===== config.mk =====
export PLATFORM = sky130hd
export DESIGN_NAME = core_s2_decode
export DESIGN_NICKNAME = d
export VERILOG_FILES = /design/src/rtl/core_pkg.sv /design/src/rtl/core_s2_decode_logic.sv /design/src/rtl/core_s2_decode.sv
export SDC_FILE = /design/constraint.sdc
export NUM_CORES = 1
export LEC_CHECK = 0
export ABC_AREA = 0
export CORE_AREA = 3 3 144 160
export CTS_CLUSTER_DIAMETER = 40
export DETAILED_ROUTE_END_ITERATION = 8
export DIE_AREA = 0 0 147 163
export SYNTH_ARGS = -nofsm -noshare
export SYNTH_HDL_FRONTEND = slang
export SYNTH_HIERARCHICAL = 1
export SYNTH_SLANG_ARGS = --single-unit
export TNS_END_PERCENT = 30

===== constraint.sdc =====
create_clock -name i_clk -period 2.8 [get_ports i_clk]
set_input_delay 0.28 -clock i_clk [delete_from_list [all_inputs] [get_ports i_clk]]
set_output_delay 0.28 -clock i_clk [all_outputs]
set_load 0.005 [all_outputs]

===== src/rtl/core_pkg.sv =====
`default_nettype none
// ============================================================================
// Module   : core_pkg
// Brief    : Shared LETC core types: opcodes, formats, decoded instruction,
//            immediate assembly and the table of supported opcodes.
// Revision : 1.0 - initial release
// ============================================================================
package core_pkg;

    typedef logic [4:0] reg_index_t;

    typedef enum logic [4:0] {
        OPCODE_LOAD     = 5'b00000,
        OPCODE_MISC_MEM = 5'b00011,
        OPCODE_OP_IMM   = 5'b00100,
        OPCODE_AUIPC    = 5'b00101,
        OPCODE_STORE    = 5'b01000,
        OPCODE_OP       = 5'b01100,
        OPCODE_LUI      = 5'b01101,
        OPCODE_BRANCH   = 5'b11000,
        OPCODE_JALR     = 5'b11001,
        OPCODE_JAL      = 5'b11011,
        OPCODE_SYSTEM   = 5'b11100
    } opcode_e;

    typedef enum logic [2:0] {
        INSTR_FORMAT_R    = 3'd0,
        INSTR_FORMAT_I    = 3'd1,
        INSTR_FORMAT_S    = 3'd2,
        INSTR_FORMAT_B    = 3'd3,
        INSTR_FORMAT_U    = 3'd4,
        INSTR_FORMAT_J    = 3'd5,
        INSTR_FORMAT_UIMM = 3'd6
    } instr_format_e;

    typedef enum logic [1:0] {
        RD_FROM_ALU_RESULT  = 2'd0,
        RD_FROM_MEM_LOAD    = 2'd1,
        RD_FROM_NEXT_SEQ_PC = 2'd2,
        RD_FROM_CSR         = 2'd3
    } rd_src_e;

    // Bit n set when opcode n (instr[6:2]) is implemented.
    localparam logic [31:0] OPCODE_LEGAL_MASK = 32'h1B00_3139;

    typedef struct packed {
        logic [31:0]   pc;
        opcode_e       opcode;
        instr_format_e format;
        reg_index_t    rs1;
        reg_index_t    rs2;
        reg_index_t    rd;
        logic [2:0]    funct3;
        logic [6:0]    funct7;
        logic [31:0]   imm;
        rd_src_e       rd_src;
        logic          rd_we;
        logic          illegal;
    } decoded_instr_t;

    function automatic logic [31:0] imm_gen(input logic [31:0] instr, input instr_format_e format);
        logic [31:0] imm;
        imm = '0;
        case (format)
            INSTR_FORMAT_I:    imm = {{20{instr[31]}}, instr[31:20]};
            INSTR_FORMAT_S:    imm = {{20{instr[31]}}, instr[31:25], instr[11:7]};
            INSTR_FORMAT_B:    imm = {{19{instr[31]}}, instr[31], instr[7], instr[30:25], instr[11:8], 1'b0};
            INSTR_FORMAT_U:    imm = {instr[31:12], 12'b0};
            INSTR_FORMAT_J:    imm = {{11{instr[31]}}, instr[31], instr[19:12], instr[20], instr[30:21], 1'b0};
            INSTR_FORMAT_UIMM: imm = {27'b0, instr[19:15]};
            default:           imm = '0;
        endcase
        return imm;
    endfunction

endpackage
`default_nettype wire


===== src/rtl/core_s2_decode_logic.sv =====
`default_nettype none
// ============================================================================
// Module   : core_s2_decode_logic
// Brief    : Combinational RV32I field split, immediate, rd source/enable and
//            illegal-encoding detection.
// Revision : 1.0 - initial release
// ============================================================================
module core_s2_decode_logic
    import core_pkg::*;
(
    input  logic [31:0]    i_instr,
    input  logic [31:0]    i_pc,
    output decoded_instr_t o_decoded
);

    opcode_e       w_opcode;
    instr_format_e w_format;
    rd_src_e       w_rd_src;
    logic [2:0]    w_funct3;
    reg_index_t    w_rd;
    logic          w_legal;
    logic          w_writes_rd;

    always_comb begin
        w_opcode = opcode_e'(i_instr[6:2]);
        w_funct3 = i_instr[14:12];
        w_rd     = i_instr[11:7];
        w_legal  = (i_instr[1:0] == 2'b11) && OPCODE_LEGAL_MASK[i_instr[6:2]];

        w_format = INSTR_FORMAT_R;
        if (w_legal) begin
            case (w_opcode)
                OPCODE_OP:                  w_format = INSTR_FORMAT_R;
                OPCODE_LOAD, OPCODE_OP_IMM,
                OPCODE_JALR, OPCODE_MISC_MEM: w_format = INSTR_FORMAT_I;
                OPCODE_SYSTEM:              w_format = w_funct3[2] ? INSTR_FORMAT_UIMM : INSTR_FORMAT_I;
                OPCODE_STORE:               w_format = INSTR_FORMAT_S;
                OPCODE_BRANCH:              w_format = INSTR_FORMAT_B;
                OPCODE_LUI, OPCODE_AUIPC:   w_format = INSTR_FORMAT_U;
                OPCODE_JAL:                 w_format = INSTR_FORMAT_J;
                default:                    w_format = INSTR_FORMAT_R;
            endcase
        end

        w_rd_src = RD_FROM_ALU_RESULT;
        case (w_opcode)
            OPCODE_LOAD:             w_rd_src = RD_FROM_MEM_LOAD;
            OPCODE_JAL, OPCODE_JALR: w_rd_src = RD_FROM_NEXT_SEQ_PC;
            OPCODE_SYSTEM:           w_rd_src = (w_funct3 != 3'd0) ? RD_FROM_CSR : RD_FROM_ALU_RESULT;
            default:                 w_rd_src = RD_FROM_ALU_RESULT;
        endcase

        w_writes_rd = 1'b0;
        case (w_opcode)
            OPCODE_LOAD, OPCODE_OP_IMM, OPCODE_AUIPC, OPCODE_OP,
            OPCODE_LUI, OPCODE_JAL, OPCODE_JALR: w_writes_rd = 1'b1;
            OPCODE_SYSTEM:                       w_writes_rd = (w_funct3 != 3'd0);
            default:                             w_writes_rd = 1'b0;
        endcase
    end

    always_comb begin
        o_decoded         = '0;
        o_decoded.pc      = i_pc;
        o_decoded.opcode  = w_opcode;
        o_decoded.format  = w_format;
        o_decoded.rs1     = i_instr[19:15];
        o_decoded.rs2     = i_instr[24:20];
        o_decoded.rd      = w_rd;
        o_decoded.funct3  = w_funct3;
        o_decoded.funct7  = i_instr[31:25];
        o_decoded.imm     = imm_gen(i_instr, w_format);
        o_decoded.rd_src  = w_rd_src;
        // Writes to x0 are discarded here so execute never needs to check rd.
        o_decoded.rd_we   = w_legal && w_writes_rd && (w_rd != 5'd0);
        o_decoded.illegal = !w_legal;
    end

endmodule
`default_nettype wire


===== src/rtl/core_s2_decode.sv =====
`default_nettype none
// ============================================================================
// Module   : core_s2_decode
// Brief    : LETC decode stage: registered output slot with valid/ready
//            handshake. Define LETC_DECODE_SKID_EN for a skid entry and a
//            registered fetch-side ready.
// Revision : 1.0 - initial release
// ============================================================================
module core_s2_decode
    import core_pkg::*;
#(
    parameter logic [31:0] RESET_PC = 32'h0000_0000
) (
    input  logic          i_clk,
    input  logic          i_rst_n,
    input  logic          i_flush,
    input  logic          i_f_valid,
    output logic          o_f_ready,
    input  logic [31:0]   i_f_instr,
    input  logic [31:0]   i_f_pc,
    output logic          o_e_valid,
    input  logic          i_e_ready,
    output logic [31:0]   o_pc,
    output opcode_e       o_opcode,
    output instr_format_e o_format,
    output reg_index_t    o_rs1,
    output reg_index_t    o_rs2,
    output reg_index_t    o_rd,
    output logic [2:0]    o_funct3,
    output logic [6:0]    o_funct7,
    output logic [31:0]   o_imm,
    output rd_src_e       o_rd_src,
    output logic          o_rd_we,
    output logic          o_illegal
);

    localparam logic [1:0] S_EMPTY = 2'd0;
    localparam logic [1:0] S_FULL  = 2'd1;
`ifdef LETC_DECODE_SKID_EN
    localparam logic [1:0] S_SKID  = 2'd2;
`endif

    logic [1:0]     r_state;
    logic [1:0]     w_state_next;
    logic           w_f_ready;
    logic           w_e_valid;
    logic           w_accept;
    logic           w_drain;
    logic           w_slot_load;
    decoded_instr_t w_decoded;
    decoded_instr_t r_slot;
`ifdef LETC_DECODE_SKID_EN
    logic           w_skid_load;
    logic           w_slot_from_skid;
    decoded_instr_t r_skid;
`endif

    core_s2_decode_logic u_decode_logic (
        .i_instr   (i_f_instr),
        .i_pc      (i_f_pc),
        .o_decoded (w_decoded)
    );

    always_ff @(posedge i_clk or negedge i_rst_n) begin
        if (!i_rst_n) begin
            r_state <= S_EMPTY;
        end else begin
            r_state <= w_state_next;
        end
    end

    always_comb begin
        w_state_next = r_state;
        if (i_flush) begin
            w_state_next = S_EMPTY;
        end else begin
            case (r_state)
                S_EMPTY: if (w_accept) w_state_next = S_FULL;
`ifdef LETC_DECODE_SKID_EN
                S_FULL: begin
                    if (w_accept && !w_drain)      w_state_next = S_SKID;
                    else if (!w_accept && w_drain) w_state_next = S_EMPTY;
                end
                S_SKID:  if (w_drain) w_state_next = S_FULL;
`else
                S_FULL:  if (!w_accept && w_drain) w_state_next = S_EMPTY;
`endif
                default: w_state_next = S_EMPTY;
            endcase
        end
    end

    always_comb begin
        w_e_valid = (r_state != S_EMPTY);
`ifdef LETC_DECODE_SKID_EN
        // Ready depends only on state, so no path from i_e_ready reaches fetch.
        w_f_ready = !i_flush && (r_state != S_SKID);
`else
        w_f_ready = !i_flush && (!w_e_valid || i_e_ready);
`endif
        w_accept  = i_f_valid && w_f_ready;
        w_drain   = w_e_valid && i_e_ready;
`ifdef LETC_DECODE_SKID_EN
        w_slot_load      = w_accept && ((r_state == S_EMPTY) || w_drain);
        w_skid_load      = w_accept && (r_state == S_FULL) && !w_drain;
        w_slot_from_skid = !i_flush && (r_state == S_SKID) && w_drain;
`else
        w_slot_load      = w_accept;
`endif
    end

    always_ff @(posedge i_clk or negedge i_rst_n) begin
        if (!i_rst_n) begin
            r_slot        <= '0;
            r_slot.pc     <= RESET_PC;
            r_slot.format <= INSTR_FORMAT_R;
            r_slot.rd_src <= RD_FROM_NEXT_SEQ_PC;
        end else if (w_slot_load) begin
            r_slot <= w_decoded;
`ifdef LETC_DECODE_SKID_EN
        end else if (w_slot_from_skid) begin
            r_slot <= r_skid;
`endif
        end
    end

`ifdef LETC_DECODE_SKID_EN
    always_ff @(posedge i_clk or negedge i_rst_n) begin
        if (!i_rst_n) begin
            r_skid <= '0;
        end else if (w_skid_load) begin
            r_skid <= w_decoded;
        end
    end
`endif

    assign o_f_ready = w_f_ready;
    assign o_e_valid = w_e_valid;
    assign o_pc      = r_slot.pc;
    assign o_opcode  = r_slot.opcode;
    assign o_format  = r_slot.format;
    assign o_rs1     = r_slot.rs1;
    assign o_rs2     = r_slot.rs2;
    assign o_rd      = r_slot.rd;
    assign o_funct3  = r_slot.funct3;
    assign o_funct7  = r_slot.funct7;
    assign o_imm     = r_slot.imm;
    assign o_rd_src  = r_slot.rd_src;
    assign o_rd_we   = r_slot.rd_we;
    assign o_illegal = r_slot.illegal;

endmodule
`default_nettype wire


* Yosys cells after proc, flatten, opt, wreduce, memory -nomap -nowiden
Memory sizes are Yosys's and may differ from the RTL's.
Cells that the tools add are included.
** Storage, ports and cells
- Memories kept :: 1
- Register bits after elaboration :: 103
- Word-level logic and storage cells :: 69
- Bits in read-only memories :: 32
- Output and inout bits :: 103
- Input bits :: 69
** Cells by class
- $lt $le $gt $ge :: 1
- Equal/unequal tests :: 20
- Reductions and logical operators :: 22
- Mux-type cells :: 12
** Memory list
- (no name shown) :: words 32, bits a word 1, read ports 1, clocked after Yosys merged registers in 0, wr ports 0, RTL line core_s2_decode_logic.sv:28 : w_legal = (i_instr[1:0] == 2'b11) && OPCODE_LEGAL_MASK[i_instr[6:2]];
** Operators with widths (count)
- $pmux 32 s6 :: 1
- $eq 5x5->1 const B :: 4
- $pmux 3 s6 :: 1
- $eq 5x4->1 const B :: 3
- $eq 5x3->1 const B :: 2
- $eq 3x3->1 const B :: 3
- $mux 2 :: 4
- $logic_and 1x1->1 :: 7
- $reduce_or 7->1 :: 1
- $eq 3x2->1 const B :: 2
- $lt 5x6->1 const B :: 1
- $mux 3 :: 2
- $ne 3x3->1 const B :: 2
- $pmux 2 s3 :: 1
- $eq 5x2->1 const B :: 1
- $logic_not 5->1 :: 1
- $reduce_bool 5->1 :: 1
- $logic_not 1->1 :: 4
- $pmux 2 s2 :: 1
- $reduce_or 2->1 :: 2
- $reduce_or 4->1 :: 1
- $eq 3x1->1 const B :: 1
- $reduce_bool 3->1 :: 1
- $eq 2x1->1 const B :: 1
- 7 further kinds :: 7

* Logic depth before layout (Yosys ltp)
- Depth in word-level cells :: 10
- Mapped depth :: 10
- Mapped depth without buffers :: 8

* Cells and area by module
The synthesis kept the hierarchy.
** Modules (own cells, without submodules)
- core_s2_decode :: instances 1, area an instance 4280.4 µm², cells an instance 219
- core_s2_decode_logic :: instances 1, area an instance 1476.4 µm², cells an instance 207

* Worst setup path after synthesis
Ideal clock, no wire load.
- Path kind :: in2reg
- Start point :: input i_f_instr[2]
- End point :: register r_slot (netlist bit o_imm[11])
- Arrival time :: 1.815 ns
- Setup time :: 0.125 ns
- Required time :: 2.675 ns
- Setup slack :: 0.860 ns
- Path buffers :: 0
- Stages :: 7
- Cell sequence :: ha_1 -> nor2b_1 -> a221oi_1 -> a211o_1 -> a211oi_1 -> or3_1 -> mux2_4
** RTL lines
- from (decl) :: RTL line core_s2_decode.sv:19 : input logic [31:0] i_f_instr,
- to (signal assigned) :: RTL line core_s2_decode.sv:119 : r_slot <= w_decoded;
- to (decl) :: RTL line core_s2_decode.sv:51 : decoded_instr_t r_slot;

==> Implementation_results.wiki <==
{| class="wikitable"
! Metric !! Value
|-
| Maximum number of pins on one net before global-route repair || 83
|-
| Post-synth EDFFs || 0
|-
| Number of pins with negative max-slew slack in the final report || 0
|-
| Vias per inst || 4.32
|-
| Die X-Extent || 147 um
|-
| Clock Latency Late Sink || 0.35 ns
|-
| Iteration count of the initial detailed-routing pass || 4
|-
| CP Max Fanout || 8
|-
| Most common cell on crit path || sky130_fd_sc_hd__nor2b_1
|-
| Overflow after GRT || 0
|-
| Root Buffer Master || sky130_fd_sc_hd__clkbuf_16
|-
| Number of global-route vias before repair || 3977
|-
| Post-layout min period || 2.45 ns
|-
| Category of cells accounting for the largest share of critical-path delay || buffers and inverters
|-
| Average detailed-routed wire length per instance || 17.4 um
|-
| Power density over cell area || 517 mW/mm2
|-
| Reg2Reg Launch Point || r_state[0]
|-
| Register area share after synthesis || 0.444
|-
| Multiplexer share of the synthesized area || 0.258
|-
| Largest family of logic cells by synthesized area || multiplexers
|-
| # fillers || 2113
|-
| Detailed-route wire length || 14500 um
|-
| Worst setup path startpoint || i_f_instr[3]
|-
| Reg2Reg Setup Slack || 0.99 ns
|-
| Number of maximum-capacitance violations || 0
|-
| Number of standard cells after synthesis || 426
|-
| Leakage power || 3.39 nW
|-
| Antenna violation net count after detailed routing || 0
|-
| Cell Count Post-Placement || 819
|-
| Port buffer count || 171
|-
| Depth of the worst register-to-register path || 4
|-
| Fraction of layout instances using a drive strength above 1 || 0.271
|-
| Gr usage total || 0.121
|-
| Starting Density || 0.268
|-
| Post-Synth Adder-Cell Area || 0.00652
|-
| Fin. Hold Viols || 0
|-
| Buffers from clock root to sink, at most || 2
|-
| Routability congestion estimate from global placement || 0.855
|-
| Full die area || 0.0240 mm2
|-
| Warning count from the yosys run || 6
|-
| Number of clock sinks || 102
|-
| Count of buffer and inverter cells on the critical path || 3
|-
| Critical path arrival || 2.75 ns
|-
| Mean cell area of the mapped netlist || 13.5 um2
|-
| I/O Pins || 172
|-
| Outcome || completed
|-
| Cell type of the slowest stage on the worst timing path || sky130_fd_sc_hd__clkdlybuf4s50_1
|-
| Area occupied by multi-input gates || 0.00242 mm2
|-
| CTS Buf Count || 9
|-
| Compound-cell area share of the yosys netlist || 0.0706
|-
| Ys async rst share || 1.00
|-
| Final period util || 0.876
|-
| Sum of negative setup slack || 0 ns
|-
| Clock slew at reported path FFs || 0.07 ns
|-
| H-tree levels || 3
|-
| Flip-flop cell with the highest count after synthesis || sky130_fd_sc_hd__dfrtp_1
|-
| Count of unique library cells instantiated by Yosys || 56
|-
| Sum of net half-perimeters after detailed placement || 10600 um
|-
| Hold Crit Class || in2async
|-
| Post-synthesis xor/xnor area fraction || 0.00152
|-
| Highest clock rate || 408 MHz
|-
| Seq cells post-synth || 102
|-
| Non-filler instance count after layout || 836
|-
| Post_cts resized || 0
|-
| Height of the die || 163 um
|-
| Kind of critical path || in2reg
|-
| R2r endpoint || o_rd_we
|-
| Placeable core region || 0.0214 mm2
|-
| Worst supply voltage drop on vdd || 238 uV
|-
| DRC Markers || 0
|-
| Worst clock skew on the final layout || 0.00526 ns
|-
| Largest stage delay on the critical path || 0.55 ns
|-
| Share of synthesized cell area in and, or, nand and nor gates || 0.0839
|-
| Setup repair after global routing missed its margin || false
|-
| Cell area after technology mapping || 0.00576 mm2
|-
| Initial antenna violation count || 0
|-
| Wire length of the first global-routing pass || 22700 um
|-
| Post-Syn Nets || 498
|-
| Row count || 56
|-
| Clock tree from TritonCTS || done
|-
| Slew of the pin with the lowest slew margin || 0.647 ns
|-
| Layout net count || 613
|-
| Setup Fix Bufs, Post-CTS || 0
|-
| DRC marker count from the first detailed-route iteration || 131
|-
| Count of inserted antenna diode cells || 0
|-
| Layout-stage area growth over the synthesis result || 30.9%
|-
| Total number of vias || 3611
|-
| Seq. cell area || 0.00255 mm2
|-
| Levels on crit path || 10
|-
| Crit path required time || 3.09 ns
|-
| Crit end category || flop
|-
| Setup crit end || o_imm[15]
|-
| Remaining max-slew budget at the tightest pin || 0.569
|-
| Ordered cell list for the critical path || clkdlybuf4s50_1 -> inv_1 -> ha_1 -> nor2b_1 -> o21ai_1 -> buf_4 -> o2111ai_2 -> nor2b_1 -> a21o_1 -> mux2_4
|-
| Final setup vio count || 0
|-
| Setup crit start kind || input pin
|}
[where the power goes]
part	internal (W)	switching, W	total (W)
clock	0.000637	0.000597	0.00123
combinational	0.000625	0.000307	0.000932
sequential	0.00164	0.0000954	0.00173
[logic make-up (layout without fill, tap and decap cells)]
logic type,count (synthesis),in the layout
AO/OA/AOI/OAI,50,50
multiplexers,102,102
buffers and inverters,94,214
XOR/XNOR,1,1
AND/OR/NAND/NOR,74,74
flip-flops,102,102
adder cells (fa/ha/maj),3,3
[layout make-up]
class                      count  area share
clock buffer                  11      0.0322
clock inverter                 5     0.00548
inverter                      10     0.00498
multi-input combinational    230       0.321
sequential                   102       0.339
tap                          290      0.0481
timing repair buffer         188       0.249
[sequential cells by signal (all words and copies together), names as in the netlist, 3 cells and up]
signal / count
o_funct3: 3
o_rs1: 5
o_rd: 5
o_opcode: 5
o_format: 3
o_funct7: 7
o_rs2: 5
o_imm: 32
o_pc: 32
[how the worst min path moves through the flow]
stage | to | cells after the start | slack, ns | startpoint
detailed placement | o_rs1[1] | 1 | 0.32 | i_rst_n
finish | o_rs1[2] | 2 | 0.47 | i_rst_n
global placement | o_rs1[2] | 1 | 0.31 | i_rst_n
CTS | o_rs1[1] | 2 | 0.49 | i_rst_n
global route | o_pc[11] | 2 | 0.52 | i_f_pc[11]
floorplan | o_format[0] | 0 | -0.02 | i_rst_n
[per-stage QoR]
step	hold slack (ns)	power, W	setup WS (ns)	util	cell area, um2
2_1_floorplan	-0.0156	0.00222	0.860	-	5760
3_3_place_gp	0.307	0.00268	0.0845	0.338	7240
3_5_place_dp	0.324	0.00270	-0.0218	0.338	7240
4_1_cts	0.487	0.00399	0.364	0.351	7540
5_1_grt	0.522	0.00409	0.161	0.351	7540
6_report	0.467	0.00390	0.349	0.351	7540
[routing by layer]
metal | share of wire | up-vias | track usage
met1 | 0.44 | 1790 | 0.153
met3 | 0.062 | 26 | 0.0348
met2 | 0.48 | 136 | 0.196
met5 | 0 | - | 0
li1 | - | 1659 | -
met4 | 0.023 | 0 | 0.0479
[timing repair]
action	CTS	global route
hold endpoints to repair	43	0
hold buffers	1	0
setup endpoints to repair	0	0
[cell usage in the layout (no fill, tap or decap), types with 4 or more instances in the layout]
| cell type | n |
|---|---|
| sky130_fd_sc_hd__clkdlybuf4s50_1 | 170 |
| sky130_fd_sc_hd__dfrtp_1 | 101 |
| sky130_fd_sc_hd__mux2_4 | 90 |
| sky130_fd_sc_hd__a21o_1 | 22 |
| sky130_fd_sc_hd__nor2_1 | 15 |
| sky130_fd_sc_hd__buf_4 | 14 |
| sky130_fd_sc_hd__mux2_2 | 11 |
| sky130_fd_sc_hd__inv_1 | 10 |
| sky130_fd_sc_hd__clkbuf_16 | 9 |
| sky130_fd_sc_hd__nand2_1 | 9 |
| sky130_fd_sc_hd__and2_1 | 8 |
| sky130_fd_sc_hd__nor3_1 | 7 |
| sky130_fd_sc_hd__nor2b_1 | 6 |
| sky130_fd_sc_hd__a21oi_1 | 4 |
| sky130_fd_sc_hd__nor3_2 | 4 |
| sky130_fd_sc_hd__a221o_1 | 4 |
[synthesized netlist by cell type (2+ instances only)]
library cell,count,area (um2)
sky130_fd_sc_hd__nand2_1,9,33.8
sky130_fd_sc_hd__nor3_4,2,32.5
sky130_fd_sc_hd__mux2_2,11,124
sky130_fd_sc_hd__nor3_2,4,40.0
sky130_fd_sc_hd__inv_1,10,37.5
sky130_fd_sc_hd__a221o_1,4,40.0
sky130_fd_sc_hd__nand4_1,3,18.8
sky130_fd_sc_hd__o21a_1,2,15.0
sky130_fd_sc_hd__mux2_4,90,1350
sky130_fd_sc_hd__buf_6,2,22.5
sky130_fd_sc_hd__buf_4,65,488
sky130_fd_sc_hd__nor3_1,7,35.0
sky130_fd_sc_hd__dfrtp_1,101,2530
sky130_fd_sc_hd__a221oi_1,2,17.5
sky130_fd_sc_hd__buf_2,6,30.0
sky130_fd_sc_hd__nand2b_1,3,18.8
sky130_fd_sc_hd__ha_1,3,37.5
sky130_fd_sc_hd__and2_1,8,50.1
sky130_fd_sc_hd__nor2b_1,6,37.5
sky130_fd_sc_hd__or3_1,2,12.5
sky130_fd_sc_hd__a21o_1,22,165
sky130_fd_sc_hd__a21oi_1,4,20.0
sky130_fd_sc_hd__o21ai_0,2,10.0
sky130_fd_sc_hd__nand3_1,3,15.0
sky130_fd_sc_hd__nor2_1,15,56.3
sky130_fd_sc_hd__buf_12,10,200
Note: power is estimated with default switching activity, not from simulation.
